--- config.mk ---
export PLATFORM = sky130hd
export DESIGN_NAME = mips_mem_arbiter
export DESIGN_NICKNAME = d
export VERILOG_FILES = /design/src/rtl/mips_mem_arbiter_pkg.sv /design/src/rtl/mips_arb_pick.sv /design/src/rtl/mips_mem_arbiter.sv
export SDC_FILE = /design/constraint.sdc
export NUM_CORES = 1
export LEC_CHECK = 0
export ABC_AREA = 1
export ABC_CLOCK_PERIOD_IN_PS = 10300
export BUFFER_PORTS_ARGS = -buffer_cell sky130_fd_sc_hd__buf_2
export CORE_AREA = 5 5 283 285
export CTS_CLUSTER_SIZE = 40
export DETAILED_ROUTE_END_ITERATION = 16
export DIE_AREA = 0 0 288 290
export GPL_TIMING_DRIVEN = 0
export PLACE_DENSITY = 0.49
export SLEW_MARGIN = 20
export SYNTH_ARGS = -nofsm -noshare
export SYNTH_HDL_FRONTEND = slang
export SYNTH_SLANG_ARGS = --single-unit
--- constraint.sdc ---
create_clock -name clk -period 10.3 [get_ports clk]
set_input_delay 0.515 -clock clk [delete_from_list [all_inputs] [get_ports clk]]
set_output_delay 0.515 -clock clk [all_outputs]
set_load 0.01 [all_outputs]
--- src/rtl/mips_mem_arbiter_pkg.sv ---
// Shared encodings for the I/D-cache memory-port arbiter.
package mips_mem_arbiter_pkg;

    typedef enum logic [1:0] {
        ARB_IDLE = 2'd0,
        ARB_BUSY = 2'd1,
        ARB_RESP = 2'd2
    } arb_state_e;

    typedef enum logic [1:0] {
        OWN_NONE = 2'd0,
        OWN_I    = 2'd1,
        OWN_D    = 2'd2
    } arb_owner_e;

    // Encoding of the 1-bit "last tie winner" used by round-robin arbitration.
    localparam logic LAST_I = 1'b0;
    localparam logic LAST_D = 1'b1;

endpackage

--- src/rtl/mips_arb_pick.sv ---
// Grant policy for the memory-port arbiter (combinational).
// MEM_ARB_RR_EN defined  : round-robin on simultaneous requests, using last_owner.
// MEM_ARB_RR_EN undefined: fixed priority, D-cache over I-cache.
module mips_arb_pick
    import mips_mem_arbiter_pkg::*;
(
    input  logic i_req,
    input  logic d_req,
    input  logic last_owner,
    output logic grant_i,
    output logic grant_d
);

`ifdef MEM_ARB_RR_EN
    // Ties go to the side that did not win the previous tie; single requests pass through.
    always_comb begin
        grant_i = 1'b0;
        grant_d = 1'b0;
        if (i_req && d_req) begin
            if (last_owner == LAST_I) grant_d = 1'b1;
            else                      grant_i = 1'b1;
        end else begin
            grant_i = i_req;
            grant_d = d_req;
        end
    end
`else
    // Fixed priority does not look at history.
    logic unused_last;
    assign unused_last = last_owner;

    // D-cache always wins a tie; I-cache stays pending.
    always_comb begin
        grant_d = d_req;
        grant_i = i_req && !d_req;
    end
`endif

endmodule

--- src/rtl/mips_mem_arbiter.sv ---
// Arbiter sharing the single off-chip memory port between the I-cache and
// D-cache miss/write-back engines. One requester is granted at a time; its
// op/address/data are latched at grant and the memory response is returned
// to that requester only, as a one-cycle ready pulse.
// Optional feature macro: MEM_ARB_RR_EN (round-robin tie breaking).
module mips_mem_arbiter
    import mips_mem_arbiter_pkg::*;
#(
    parameter int ADDR_W = 28,
    parameter int DATA_W = 128
) (
    input  logic              clk,
    input  logic              rst_n,
    input  logic              i_mem_read,
    input  logic [ADDR_W-1:0] i_mem_addr,
    output logic              i_mem_ready,
    output logic [DATA_W-1:0] i_mem_rdata,
    input  logic              d_mem_read,
    input  logic              d_mem_write,
    input  logic [ADDR_W-1:0] d_mem_addr,
    input  logic [DATA_W-1:0] d_mem_wdata,
    output logic              d_mem_ready,
    output logic [DATA_W-1:0] d_mem_rdata,
    output logic              mem_read,
    output logic              mem_write,
    output logic [ADDR_W-1:0] mem_addr,
    output logic [DATA_W-1:0] mem_wdata,
    input  logic              mem_ready,
    input  logic [DATA_W-1:0] mem_rdata
);

    arb_state_e        state_q, state_d;
    arb_owner_e        owner_q, owner_d;
    logic              wr_q, wr_d;
    logic [ADDR_W-1:0] addr_q, addr_d;
    logic [DATA_W-1:0] wdata_q, wdata_d;
    logic [DATA_W-1:0] rdata_q, rdata_d;

    logic i_req, d_req, grant_i, grant_d, last_owner;

    assign i_req = i_mem_read;
    assign d_req = d_mem_read | d_mem_write;

`ifdef MEM_ARB_RR_EN
    logic last_q, last_d;

    // Remember who won the most recent tie; only contested grants update it.
    always_comb begin
        last_d = last_q;
        if (state_q == ARB_IDLE && i_req && d_req)
            last_d = grant_d ? LAST_D : LAST_I;
    end

    // Tie history register, starts as if I had won last.
    always_ff @(posedge clk or negedge rst_n) begin
        if (!rst_n) last_q <= LAST_I;
        else        last_q <= last_d;
    end

    assign last_owner = last_q;
`else
    assign last_owner = LAST_I;
`endif

    mips_arb_pick u_pick (
        .i_req      (i_req),
        .d_req      (d_req),
        .last_owner (last_owner),
        .grant_i    (grant_i),
        .grant_d    (grant_d)
    );

    // Next-state: grant in IDLE, wait for memory in BUSY, single response cycle in RESP.
    always_comb begin
        state_d = state_q;
        owner_d = owner_q;
        wr_d    = wr_q;
        addr_d  = addr_q;
        wdata_d = wdata_q;
        rdata_d = rdata_q;
        case (state_q)
            ARB_IDLE: begin
                if (grant_d) begin
                    owner_d = OWN_D;
                    wr_d    = d_mem_write;   // read+write together is treated as write
                    addr_d  = d_mem_addr;
                    wdata_d = d_mem_wdata;
                    state_d = ARB_BUSY;
                end else if (grant_i) begin
                    owner_d = OWN_I;
                    wr_d    = 1'b0;
                    addr_d  = i_mem_addr;
                    wdata_d = '0;
                    state_d = ARB_BUSY;
                end
            end
            ARB_BUSY: begin
                if (mem_ready) begin
                    rdata_d = mem_rdata;
                    state_d = ARB_RESP;
                end
            end
            ARB_RESP: begin
                owner_d = OWN_NONE;
                state_d = ARB_IDLE;
            end
            default: begin
                owner_d = OWN_NONE;
                state_d = ARB_IDLE;
            end
        endcase
    end

    // Control state; reset abandons any in-flight transaction.
    always_ff @(posedge clk or negedge rst_n) begin
        if (!rst_n) begin
            state_q <= ARB_IDLE;
            owner_q <= OWN_NONE;
        end else begin
            state_q <= state_d;
            owner_q <= owner_d;
        end
    end

    // Transaction latches; outputs are gated by state so these need no reset.
    always_ff @(posedge clk) begin
        wr_q    <= wr_d;
        addr_q  <= addr_d;
        wdata_q <= wdata_d;
        rdata_q <= rdata_d;
    end

    assign mem_read    = (state_q == ARB_BUSY) && !wr_q;
    assign mem_write   = (state_q == ARB_BUSY) &&  wr_q;
    assign mem_addr    = (state_q == ARB_BUSY) ? addr_q : '0;
    assign mem_wdata   = mem_write ? wdata_q : '0;
    assign i_mem_ready = (state_q == ARB_RESP) && (owner_q == OWN_I);
    assign d_mem_ready = (state_q == ARB_RESP) && (owner_q == OWN_D);
    assign i_mem_rdata = i_mem_ready ? rdata_q : '0;
    assign d_mem_rdata = d_mem_ready ? rdata_q : '0;

`ifndef SYNTHESIS
    // Flag a D-cache engine asserting read and write together.
    always @(posedge clk) begin
        if (rst_n && state_q == ARB_IDLE && d_mem_read && d_mem_write)
            $error("mips_mem_arbiter: d_mem_read and d_mem_write both set, treated as write");
    end
`endif

endmodule
# Word-level counts from Yosys, hierarchy flattened
# Cells that the tools add are included.
[totals]
ff_bits = 289
out_inout_bits = 416
word_cells = 43
[op_classes]
eq_ne = 6
bitwise = 2
n_mux = 16
n_reduce_logical = 13
[ops]
columns = ["operator", "n"]
rows = [
  ["128-bit two-way mux", 5],
  ["28-bit two-way mux", 3],
  ["2-bit two-way mux", 4],
  ["2-bit case mux with 2 select lines", 2],
  ["2-bit AND reduction", 4],
  ["1-bit logical AND", 5],
  ["2-bit by 1-bit equality test with 1-bit output (second input constant)", 2],
  ["2-bit equality test (second input constant)", 2],
  ["3-bit by 2-bit inequality test with 1-bit output (second input constant)", 1],
  ["1-bit zero test", 2],
  ["2-bit zero test", 1],
  ["1-bit two-way mux", 2],
  ["2-bit inequality test (second input constant)", 1],
  ["2-bit nonzero test", 1],
  ["1-bit inverter", 1],
  ["1-bit OR", 1],
]

# Longest topological paths before layout
[depth]
ltp_word = 6
mapped_depth = 6
mapped_depth_nobuf = 5

# Hierarchy
# From an unflattened synthesis, not the netlist that was laid out.
[unflattened]
cells_unflattened = 1427
area_unflattened_um2 = 13085.0
[modules_own_cells]
columns = ["module", "cells_per_inst", "n_inst", "area_per_inst_um2"]
rows = [
  ["mips_mem_arbiter", 1424, 1, 13067.5],
  ["mips_arb_pick", 3, 1, 17.5],
]

# Worst setup path before layout
# OpenSTA, ideal clock, no wires.
[synth_path]
kind = "register to register"
start = "register state_q[1]"
end = "register rdata_q[0], enable pin"
t_arrival_ns = 6.092
path_stages_with_launch = 5
slack_ns = 3.591
setup_time_ns = 0.617
required_time_ns = 9.683
path_cell_list = "dfrtp_1 > inv_2 > nand2_1 > clkbuf_1 > nor2_1"
[synth_via]
elab_chain_cells = 2
[synth_lines]
columns = ["item", "line_no", "rtl"]
rows = [
  ["start: declaration", "mips_mem_arbiter.sv:32", "arb_state_e state_q, state_d;"],
  ["start signal: assignment", "mips_mem_arbiter.sv:120", "state_q <= state_d;"],
  ["2-bit by 1-bit equality test with 1-bit output", "mips_mem_arbiter.sv:81", "case (state_q)"],
  ["2-bit AND reduction (no source line)", "--", ""],
  ["end signal: assignment", "mips_mem_arbiter.sv:130", "rdata_q <= rdata_d;"],
  ["end: declaration", "mips_mem_arbiter.sv:37", "logic [DATA_W-1:0] rdata_q, rdata_d;"],
]
# No other way between the ends.
# A chain may end at the register's enable or synchronous reset.

# Final worst setup path
[layout_path]
start = "register state_q[0]"
end = "output port d_mem_rdata[102]"
[layout_via]
elab_chain_cells = 3
[layout_lines]
columns = ["item", "line_no", "rtl"]
rows = [
  ["2-bit equality test", "mips_mem_arbiter.sv:138", "assign d_mem_ready = (state_q == ARB_RESP) && (owner_q == OWN_D);"],
  ["1-bit logical AND", "mips_mem_arbiter.sv:138", ""],
  ["128-bit two-way mux", "mips_mem_arbiter.sv:140", "assign d_mem_rdata = d_mem_ready ? rdata_q : '0;"],
  ["end: declaration", "mips_mem_arbiter.sv:23", "output logic [DATA_W-1:0] d_mem_rdata,"],
]
# No other way between the ends.

==> flow_summary.toml <==
[outcome]
status = "complete, no violations"

[clock_network]
cts_tree = "built"
h-tree-depth = 2
root_buffer = "clkbuf_16"
post-cts-setup-buffer-count = 0
cts_hold_buf = 1
cts_resized = 0
cts_buffer_depth = 3
cts_buffers = 38
clkSinkCount = 289
path_clk_slew_ps = 60
clk_latency_ps = 540

[setup_path]
crit_fanout = 10
cp_common_cell = "buf_2"
worstPathRequired_ps = 9790
cp_cell_sequence = "nor2_2 > nand3_1 > buf_4 > buf_2 > nor2_1 > buf_2"
path_class = "register to primary output"
slowest_stage = "dfrtp_1"
crit_arrival_ps = 2430
ff2ff_setup_slack_ps = 7940
cp_slowest_stage_delay_ps = 410
worst_setup_path_end_kind = "primary output"
crit_path_start_kind = "register"

[placed_design]
dp_cells = 3201
port_buffers = 733
place.gp.congestion = 0.8931
post-dp-hpwl_mm = 50.50

[sta]
max_freq_mhz = 339.4
setup_viol = 0
period_minus_slack_ps = 2946
fin_hold_ws_ps = 144.9
finClkSkew_ps = 10.32
rsz0062_at_grt = "false"
final_hold_viol_count = 0
worst-slew-pin-transition_ps = 608.6
slew_headroom_pct = 59.43
fin_crit_sh_pct = 28.60
maxSlewViolCount = 0

[synthesis]
syn-instance-count = 1421
postSynthAreaPerCell_um2 = 9.147
synth_top_area_share_pct = 65.85
synth_top_cell_by_area = "edfxtp_1"
ys_warn_count = 0
synth_area_mm2 = 0.01300
synth_area_leaders = "edfxtp_1 (66%), nor2_1 (16%), inv_1 (12%), nand2_1 (2.7%), buf_2 (2.0%)"
syn_nets = 1739
synth_seq_cells = 289
synth_cell_types = 14
ys_seq_area_share_pct = 66.62

[power]
p_leak_nw = 10.69
pwr-share-comb_pct = 27.7
power.switching_mw = 1.405
pwr-share-seq_pct = 42.9
peakVddDrop_mv = 0.1440
swShare_pct = 33.92
p_per_area_mw_per_mm2 = 214.8
intPower_mw = 2.736
pwr-share-clk_pct = 29.4

[drt]
drc_errors = 0
dr.first_iter.drc_count = 494
antenna_left = 0
via_per_inst = 3.548
num_vias = 11608
drt-pass1-iter-count = 4
wirelength_mm = 60.43
wire_per_inst_um = 18.47

[global_route]
busiest_layer = "met2"
grt_pass1_wl_mm = 82.70
grt_pass1_vias = 11732
grt_max_degree = 87
grtUsageMet3_pct = 6.020
antenna_found_initial = 46
grt_overflow = 0
gr-usage-met1_pct = 13.96
grt.total_usage_pct = 13.77
met2_usage_pct = 24.32

[hold_path]
min_path_type = "primary input to register"

[cells_and_area]
stdcell_count = 3272
syn2layout_area_growth_pct = 48.35
fin_nets = 2520
drive_gt1_share_pct = 38.14
fin_util_pct = 25.01
n_fill_cell = 8623

[floorplan]
design.core.area_mm2 = 0.07708
die_area_mm2 = 0.08352
rows = 102
die_w_um = 288
die_h_um = 290
start_util_pct = 16.86
io-pin-count = 734

[run]
drv_cap = 0
-- cell usage after synthesis --
| library cell | number |
|---|---|
| buf_4 | 1 |
| nor2_1 | 545 |
| nand3_1 | 4 |
| o21ai_0 | 1 |
| dfrtp_1 | 4 |
| o21ai_1 | 1 |
| edfxtp_1 | 285 |
| clkbuf_1 | 11 |
| nor2_2 | 2 |
| nand2_1 | 92 |
| inv_1 | 419 |
| buf_2 | 53 |
| buf_6 | 1 |
| inv_2 | 2 |
-- cell usage in the layout (no fill, tap or decap), types with 2 or more instances in the layout --
master / synthesis / routed
clkbuf_16: 0 / 39
dfrtp_1: 4 / 4
nand3_1: 4 / 4
nor2_1: 545 / 544
clkinv_2: 0 / 4
inv_2: 2 / 2
clkinvlp_4: 0 / 2
nand2_1: 92 / 92
edfxtp_1: 285 / 285
clkbuf_1: 11 / 21
nor2_2: 2 / 2
buf_2: 53 / 786
buf_12: 0 / 2
clkinv_4: 0 / 2
inv_1: 419 / 418
buf_16: 0 / 5
diode_2: 0 / 6
clkinv_1: 0 / 6
-- routing by layer --
layer  part of all wire, %  vias to the layer above
met5                  0.20                        -
li1                      -                     5683
met2                    49                      584
met4                   5.0                       20
met1                    35                     5149
met3                    11                      172
-- flip-flops by register name (all words and copies together) (netlist names) --
signal / flops
state_q: 2
addr_q: 28
wdata_q: 128
owner_q: 2
rdata_q: 128
wr_q: 1
-- through the flow --
step                power [mW]  TNS, ps  setup slack [ps]  area [µm²]
floorplan                2.411        0              3591       13000
global placement         3.025   -44680            -378.9       17970
detailed placement       2.983        0              7742       18160
CTS                      4.242        0              7295       19270
global route             4.410        0              7223       19280
finish                   4.141        0              7354       19280
-- logic make-up after synthesis --
kind of cell	Yosys count	share of synthesized area, %
DFF	289	66.62
and+or+nand+nor	643	18.65
buffers and inverters	487	14.66
AOI/OAI and AO/OA	2	0.07694
-- critical path, delay by kind of cell, from the launching register on --
family	cells	cell delay [ps]
simple gates	3	720
buf+inv	3	740
flops	1	410
-- power groups by stage --
stage / logic, mW / registers [mW] / clock network (mW)
floorplan: 0.585 / 1.83 / 0
global placement: 1.12 / 1.90 / 0
detailed placement: 1.18 / 1.80 / 0
CTS: 1.19 / 1.78 / 1.28
global route: 1.28 / 1.81 / 1.32
finish: 1.15 / 1.78 / 1.22
-- area by class of cell --
cell class,instances,area [µm²],area share (%)
inverters,421,1588,8.234
diodes,6,15.01,0.07787
clock inverters,15,83.83,0.4348
multi-input cells,645,2441,12.66
repair buffers,741,3856,20.00
plain buffers,66,325.3,1.687
flip-flops and latches,289,8658,44.90
well taps,1040,1301,6.748
clock buffers,49,1013,5.256
-- final timing paths --
check / start / end / depth (start not counted)
worst max-delay path: state_q[0]$_DFFE_PN0P_ / d_mem_rdata[102] / 6
worst min-delay path: mem_rdata[111] / rdata_q[111]$_DFFE_PP_ / 1
worst max register to register: state_q[1]$_DFFE_PN0P_ / rdata_q[95]$_DFFE_PP_ / 7
worst min register to register: owner_q[0]$_DFFE_PN0P_ / owner_q[0]$_DFFE_PN0P_ / 2
max in group asynchronous: rst_n / owner_q[1]$_DFFE_PN0P_ / 2
min in group asynchronous: rst_n / state_q[1]$_DFFE_PN0P_ / 2
(Power assumes the default switching activity.)
